$ cat src/rtl/common.sv
// Shared pipeline-register and bypass types used across the core.
// REG_MEM_WB   : memory-stage output register feeding writeback.
// FORWARD_SOURCE : bypass record published by a stage to the operand muxes.
package common;

    typedef struct packed {
        logic        valid;
        logic [63:0] instrAddr;
        logic [31:0] instr;
        logic        skip;
        logic [4:0]  wd;
        logic        isWriteBack;
        logic        isMemRead;
        logic        isJump;
        logic [63:0] memOut;
        logic [63:0] pcPlus4;
        logic [63:0] aluOut;
        logic        isCSRWrite;
        logic [11:0] CSR_addr;
        logic [63:0] CSR_write_value;
        logic        isCSRWrite2;
        logic [11:0] CSR_addr2;
        logic [63:0] CSR_write_value2;
        logic        isCSRWrite3;
        logic [11:0] CSR_addr3;
        logic [63:0] CSR_write_value3;
    } REG_MEM_WB;

    typedef struct packed {
        logic        valid;
        logic        isWb;
        logic [4:0]  wd;
        logic [63:0] wdData;
    } FORWARD_SOURCE;

endpackage

$ cat src/rtl/csr_pkg.sv
// CSR-related constants and the writeback CSR sequencer state encoding.
package csr_pkg;

    localparam logic [11:0] CSR_MINSTRET = 12'hB02;

    typedef enum logic [1:0] {
        IDLE  = 2'd0,
        SLOT2 = 2'd1,
        SLOT3 = 2'd2,
        DONE  = 2'd3
    } wb_csr_state_t;

endpackage

$ cat src/rtl/writeback_csrWriteSequencer.sv
// csrWriteSequencer: serialises up to three CSR writes of one instruction
// onto the single CSR-file write port, one slot per cycle in slot order.
// seqDone reports that the instruction may leave WB this cycle. Once the
// last slot has issued and the pipeline is not advancing, the FSM parks in
// DONE so no write is ever repeated.
module csrWriteSequencer
    import csr_pkg::*;
(
    input  logic        clk,
    input  logic        rst,
    input  logic        valid,
    input  logic        ok_to_proceed_overall,
    input  logic        isCSRWrite,
    input  logic [11:0] csrAddr1,
    input  logic [63:0] csrData1,
    input  logic        isCSRWrite2,
    input  logic [11:0] csrAddr2,
    input  logic [63:0] csrData2,
    input  logic        isCSRWrite3,
    input  logic [11:0] csrAddr3,
    input  logic [63:0] csrData3,
    output logic        csrWen,
    output logic [11:0] csrAddr,
    output logic [63:0] csrWdata,
    output logic        seqDone
);

    wb_csr_state_t state_p0;
    wb_csr_state_t state_nxt;
    logic          active;
    logic          last_slot;

    assign active = valid & isCSRWrite;

    // State register; asynchronous reset abandons any partial sequence.
    always_ff @(posedge clk or posedge rst) begin
        if (rst) begin
            state_p0 <= IDLE;
        end else begin
            state_p0 <= state_nxt;
        end
    end

    // Slot mux, next-state and completion; pipeline advance returns to IDLE.
    always_comb begin
        state_nxt = state_p0;
        csrWen    = 1'b0;
        csrAddr   = 12'h000;
        csrWdata  = 64'h0;
        last_slot = 1'b0;
        case (state_p0)
            IDLE: begin
                if (active) begin
                    csrWen   = 1'b1;
                    csrAddr  = csrAddr1;
                    csrWdata = csrData1;
                    if (isCSRWrite2) begin
                        state_nxt = SLOT2;
                    end else begin
                        state_nxt = DONE;
                        last_slot = 1'b1;
                    end
                end
            end
            SLOT2: begin
                if (active) begin
                    csrWen   = 1'b1;
                    csrAddr  = csrAddr2;
                    csrWdata = csrData2;
                    if (isCSRWrite3) begin
                        state_nxt = SLOT3;
                    end else begin
                        state_nxt = DONE;
                        last_slot = 1'b1;
                    end
                end else begin
                    state_nxt = IDLE;
                end
            end
            SLOT3: begin
                if (active) begin
                    csrWen    = 1'b1;
                    csrAddr   = csrAddr3;
                    csrWdata  = csrData3;
                    last_slot = 1'b1;
                    state_nxt = DONE;
                end else begin
                    state_nxt = IDLE;
                end
            end
            DONE: begin
                if (!active) begin
                    state_nxt = IDLE;
                end
            end
            default: state_nxt = IDLE;
        endcase
        seqDone = ~active | (state_p0 == DONE) | last_slot;
        if (ok_to_proceed_overall & seqDone) begin
            state_nxt = IDLE;
        end
    end

endmodule

$ cat src/rtl/writeback.sv
// writeback: final pipeline stage. Selects the result, writes the GPR file,
// publishes the WB bypass, drives CSR writes through csrWriteSequencer,
// keeps minstret and emits a registered commit record per retirement.
// Optional feature macro: WB_COMMIT_TRACE_EN (commit-record registers);
// when undefined the commit* outputs are tied to zero.
module writeback
    import common::*;
    import csr_pkg::*;
#(
    parameter logic [11:0] CSR_MINSTRET_ADDR = CSR_MINSTRET
) (
    input  logic          clk,
    input  logic          rst,
    input  REG_MEM_WB     moduleIn,
    input  logic          ok_to_proceed_overall,
    output logic          ok_to_proceed,
    output FORWARD_SOURCE forwardSource,
    output logic          rfWen,
    output logic [4:0]    rfWa,
    output logic [63:0]   rfWd,
    output logic          csrWen,
    output logic [11:0]   csrAddr,
    output logic [63:0]   csrWdata,
    output logic [63:0]   minstret,
    output logic          commitValid,
    output logic [63:0]   commitPc,
    output logic [31:0]   commitInstr,
    output logic          commitSkip,
    output logic          commitWen,
    output logic [4:0]    commitWd,
    output logic [63:0]   commitWdata
);

    logic [63:0] wbData;
    logic        seqDone;
    logic        retire;
    logic [63:0] minstret_p1;

    // Result select and combinational GPR write / bypass.
    always_comb begin
        if (moduleIn.isMemRead) begin
            wbData = moduleIn.memOut;
        end else if (moduleIn.isJump) begin
            wbData = moduleIn.pcPlus4;
        end else begin
            wbData = moduleIn.aluOut;
        end
        rfWen                = moduleIn.valid & moduleIn.isWriteBack & (moduleIn.wd != 5'd0);
        rfWa                 = moduleIn.wd;
        rfWd                 = wbData;
        forwardSource.valid  = moduleIn.valid & (moduleIn.wd != 5'd0);
        forwardSource.isWb   = moduleIn.isWriteBack;
        forwardSource.wd     = moduleIn.wd;
        forwardSource.wdData = wbData;
    end

    csrWriteSequencer u_seq (
        .clk                   (clk),
        .rst                   (rst),
        .valid                 (moduleIn.valid),
        .ok_to_proceed_overall (ok_to_proceed_overall),
        .isCSRWrite            (moduleIn.isCSRWrite),
        .csrAddr1              (moduleIn.CSR_addr),
        .csrData1              (moduleIn.CSR_write_value),
        .isCSRWrite2           (moduleIn.isCSRWrite2),
        .csrAddr2              (moduleIn.CSR_addr2),
        .csrData2              (moduleIn.CSR_write_value2),
        .isCSRWrite3           (moduleIn.isCSRWrite3),
        .csrAddr3              (moduleIn.CSR_addr3),
        .csrData3              (moduleIn.CSR_write_value3),
        .csrWen                (csrWen),
        .csrAddr               (csrAddr),
        .csrWdata              (csrWdata),
        .seqDone               (seqDone)
    );

    assign ok_to_proceed = seqDone;
    assign retire        = moduleIn.valid & seqDone & ok_to_proceed_overall;
    assign minstret      = minstret_p1;

    // Retired-instruction counter; a CSR write to minstret wins over the increment.
    always_ff @(posedge clk or posedge rst) begin
        if (rst) begin
            minstret_p1 <= 64'h0;
        end else if (csrWen && (csrAddr == CSR_MINSTRET_ADDR)) begin
            minstret_p1 <= csrWdata;
        end else if (retire) begin
            minstret_p1 <= minstret_p1 + 64'd1;
        end
    end

`ifdef WB_COMMIT_TRACE_EN
    logic        commit_vld_p1;
    logic [63:0] commit_pc_p1;
    logic [31:0] commit_instr_p1;
    logic        commit_skip_p1;
    logic        commit_wen_p1;
    logic [4:0]  commit_wd_p1;
    logic [63:0] commit_wdata_p1;

    // Commit record captured on each retirement, valid for one cycle.
    always_ff @(posedge clk or posedge rst) begin
        if (rst) begin
            commit_vld_p1   <= 1'b0;
            commit_pc_p1    <= 64'h0;
            commit_instr_p1 <= 32'h0;
            commit_skip_p1  <= 1'b0;
            commit_wen_p1   <= 1'b0;
            commit_wd_p1    <= 5'd0;
            commit_wdata_p1 <= 64'h0;
        end else begin
            commit_vld_p1 <= retire;
            if (retire) begin
                commit_pc_p1    <= moduleIn.instrAddr;
                commit_instr_p1 <= moduleIn.instr;
                commit_skip_p1  <= moduleIn.skip;
                commit_wen_p1   <= rfWen;
                commit_wd_p1    <= moduleIn.wd;
                commit_wdata_p1 <= wbData;
            end
        end
    end

    assign commitValid = commit_vld_p1;
    assign commitPc    = commit_pc_p1;
    assign commitInstr = commit_instr_p1;
    assign commitSkip  = commit_skip_p1;
    assign commitWen   = commit_wen_p1;
    assign commitWd    = commit_wd_p1;
    assign commitWdata = commit_wdata_p1;
`else
    logic unused_trace;
    assign unused_trace = ^{moduleIn.instrAddr, moduleIn.instr, moduleIn.skip};

    assign commitValid = 1'b0;
    assign commitPc    = 64'h0;
    assign commitInstr = 32'h0;
    assign commitSkip  = 1'b0;
    assign commitWen   = 1'b0;
    assign commitWd    = 5'd0;
    assign commitWdata = 64'h0;
`endif

endmodule

$ cat config.mk
export PLATFORM = sky130hd
export DESIGN_NAME = writeback
export DESIGN_NICKNAME = d
export VERILOG_FILES = /design/src/rtl/common.sv /design/src/rtl/csr_pkg.sv /design/src/rtl/writeback_csrWriteSequencer.sv /design/src/rtl/writeback.sv
export SDC_FILE = /design/constraint.sdc
export NUM_CORES = 1
export LEC_CHECK = 0
export ABC_CLOCK_PERIOD_IN_PS = 3400
export CAP_MARGIN = 10
export CORE_AREA = 2 2 387 389
export CTS_CLUSTER_DIAMETER = 60
export CTS_CLUSTER_SIZE = 30
export DETAILED_ROUTE_END_ITERATION = 8
export DIE_AREA = 0 0 389 391
export PLACE_DENSITY_LB_ADDON = 0.15
export SETUP_SLACK_MARGIN = 0.3
export SYNTH_ARGS = -nofsm -noshare
export SYNTH_HDL_FRONTEND = slang
export SYNTH_HIERARCHICAL = 1
export SYNTH_SLANG_ARGS = --single-unit
$ cat constraint.sdc
create_clock -name clk -period 3.4 [get_ports clk]
set_clock_uncertainty 0.2 [all_clocks]
set_input_delay 1.02 -clock clk [delete_from_list [all_inputs] [get_ports clk]]
set_output_delay 1.02 -clock clk [all_outputs]
set_load 0.02 [all_outputs]
==> results.ini <==
[setup_path]
reg2reg_depth = 11
cp_slowest_cell = or4_4
path_max_fanout = 2
worstSetupPathType = in -> out
worst-path-stages = 5
start_kind = input port
crit_buf_inv = 2
cpPeakStageDelay_ns = 0.52
critPathTopFamily = simple AND/OR/NAND/NOR gates
cpMostUsedCell = buf_6
required_ns = 2.18
cp.arrival_ns = 2.13
critPathCaptureType = output port
path_cells = buf_6 > or4_4 > o21a_4 > and2_4 > buf_6

[timing]
period_share = 0.984
rsz0062_at_grt = yes
setup_violations = 0
max_slew_margin = 0.574
worst_pin_slew_ns = 0.638
maxClockFrequency_mhz = 299
post-route-min-period_ns = 3.35
hold_viol_final = 0
slew_violations = 0

[global_route]
overflow = 0
track_usage = 0.110
grt_max_degree = 31
grt_antenna_before_repair = 41
grt_pass1_vias = 13400
grt_pass1_wl_mm = 116

[synthesis]
ys_async_sr_fraction = 1.00
yosysWarnings = 6
yosys_register_bits = 66
seq_area_frac_synth = 0.172
synth_ff_type = dfrtp_1
synth-edff-count = 0
syn-cell-area_mm2 = 0.00962
yosysTopAreaCellShare = 0.193
syn_avg_cell_area_um2 = 7.44
synthCells = 1292
synth.distinct_cells = 53
yosys-top-cells-area = buf_4, dfrtp_1, a211oi_1
synth.largest_area_cell = buf_4

[pwr]
seqPwrFrac = 0.164
ir_drop_uv = 190
finalPower_uw = 5340
cellLeakagePower_uw = 0.0122
switching_share = 0.421
p_per_area_mw_per_mm2 = 197
p_comb_frac = 0.647
intPower_uw = 3090
power_switching_uw = 2250
clockPowerShare = 0.189

[die]
row_count = 142
ios = 983
fp.dieW_um = 389
fp.coreArea_mm2 = 0.149
start_util = 0.0647
dieHeight_um = 391
die_area_mm2 = 0.152

[clocking]
root_buffer = clkbuf_16
cts_sinks = 66
cts_tree = built
clkSlewWorstSetupHoldPaths_ns = 0.06
clk_latency_ns = 0.39
clockBufferDepth = 2
htreeDepth = 3
cts_buffers = 9

[routing]
dr.pass1.iters = 5
route.met2.wl_mm = 41.4
wl_met1_mm = 42.0
routed.top_layer = met5
wl_met3_mm = 6.17
wl_per_cell_um = 21.1
route.detailed.drc = 0
viasPerCell = 3.12
drtIter0Drc = 353
via_count = 13500
ant_nets = 0
routed_wl_mm = 91.0

[layout]
drive_above_1_share = 0.493
final_cells = 4319
area_growth_pct = 182
final_nets = 2886
stdcell_area_mm2 = 0.0271

[flow_run]
maxCapViolations = 0

[placed_design]
placed_cells = 4064
placed_cell_area_mm2 = 0.0211
dp.final_hpwl_mm = 74.8
gp_congestion = 0.834
io_buffers = 717

[min_path]
whs_path_depth = 2
hp-class = reg -> reg

[outcome]
status = finished, final reports clean

-- power by group through the flow --
| stage | clock, uW | sequential (uW) | combinational, uW |
|---|---|---|---|
| floorplan | 0 | 913 | 1330 |
| global placement | 0 | 897 | 2780 |
| detailed placement | 0 | 894 | 2770 |
| CTS | 1050 | 875 | 3090 |
| global route | 1080 | 884 | 3630 |
| finish | 1010 | 875 | 3450 |
-- tightest hold or removal path, stage by stage, from the launching register on --
cell,delay [ns]
dfrtp_1,0.41
o31ai_1,0.08
a31oi_1,0.08
-- metrics by stage --
step,setup TNS [ns],util,setup slack [ns],hold slack (ns)
after detailed placement,-128.59,0.142,-0.986,0.379
after global routing,-0.0140,0.182,-0.0112,0.453
after CTS,0,0.159,0.0218,0.391
final,0,0.183,0.0540,0.410
after global placement,-130.32,0.142,-1.01,0.382
after floorplan,-0.00993,-,-0.00993,0.442
-- cells in the final DEF (no fill, tap or decap), types with 13 or more instances in the layout --
master | netlist | layout
nand2b_4 | 0 | 37
buf_16 | 0 | 18
buf_12 | 0 | 94
nand2_2 | 0 | 15
xnor2_1 | 13 | 13
conb_1 | 1 | 168
nor2_1 | 39 | 24
buf_6 | 10 | 162
o21ai_1 | 0 | 19
buf_4 | 247 | 382
dfrtp_1 | 66 | 64
nand3_1 | 19 | 18
a211oi_2 | 15 | 92
o21ai_2 | 0 | 41
mux2i_4 | 0 | 26
clkdlybuf4s50_1 | 0 | 241
nand2b_1 | 78 | 41
o21ai_4 | 0 | 37
a211oi_4 | 0 | 58
mux2i_1 | 66 | 32
buf_8 | 0 | 24
nand2_1 | 132 | 102
xor2_1 | 21 | 21
and2b_1 | 20 | 20
nand2_4 | 0 | 14
nand4_1 | 30 | 30
dlymetal6s2s_1 | 0 | 140
or4_1 | 20 | 16
diode_2 | 0 | 17
a31oi_1 | 25 | 17
clkbuf_16 | 0 | 24
nor3_1 | 14 | 13
nor2b_4 | 0 | 45
dlygate4sd2_1 | 0 | 125
-- path summary, 6_finish.rpt --
kind / from / endpoint / slack (ns)
max in group asynchronous: rst / minstret[45]$_DFFE_PP0P_ / 1.42
min in group asynchronous: rst / u_seq/state_p0[0]$_DFFE_PP0P_ / 0.70
hold / removal: minstret[62]$_DFFE_PP0P_ / minstret[62]$_DFFE_PP0P_ / 0.41
setup reg to reg: u_seq/state_p0[1]$_DFFE_PP0P_ / minstret[59]$_DFFE_PP0P_ / 0.12
setup / recovery: moduleIn[427] / rfWen / 0.05
hold reg to reg: minstret[62]$_DFFE_PP0P_ / minstret[62]$_DFFE_PP0P_ / 0.41
-- sequential cells by signal (all words and copies together), names as in the netlist --
signal and flops:
u_seq/state_p0 2, minstret 64
-- routing by layer --
| layer | vias up | global-route usage |
|---|---|---|
| met3 | 85 | 0.0319 |
| met5 | - | 0 |
| met2 | 539 | 0.175 |
| li1 | 6323 | - |
| met4 | 22 | 0.0168 |
| met1 | 6500 | 0.149 |
-- synth_stat cells (14+ instances only) --
cell / instances
buf_4: 247
a211oi_1: 137
nand2_1: 132
o21ai_0: 106
nand2b_1: 78
dfrtp_1: 66
mux2i_1: 66
clkbuf_1: 64
nor2b_1: 57
nor2_1: 39
nand4_1: 30
a31oi_1: 25
xor2_1: 21
and2b_1: 20
or4_1: 20
nand3_1: 19
a211oi_2: 15
nor3_1: 14
-- what timing repair did --
action,in CTS,in global routing
gates resized for setup,903,737
endpoints found under the setup margin,283,280
setup buffers,115,79
pin swaps,115,147
cloned,11,17
hold buffers,0,0
-- cells by family after synthesis --
kind of cell | count (synthesis) | share of synthesized area
simple gates | 465 | 0.265
buf+inv | 346 | 0.241
compound gates | 313 | 0.222
mux | 66 | 0.0687
flops | 66 | 0.172
xor+xnor | 34 | 0.0310
fa+ha+maj | 1 | 0.00130
other cells | 1 | 0.000390
-- layout make-up --
| class | count | area [um2] |
|---|---|---|
| multi-input combinational | 1048 | 9480 |
| clock buffer | 9 | 225 |
| antenna | 17 | 42.5 |
| clock inverter | 7 | 60.1 |
| inverter | 9 | 35.0 |
| fill | 16700 | 121000 |
| tap | 1944 | 2430 |
| timing repair buffer | 1219 | 13200 |
| sequential | 66 | 1660 |
(Power assumes the default switching activity.)
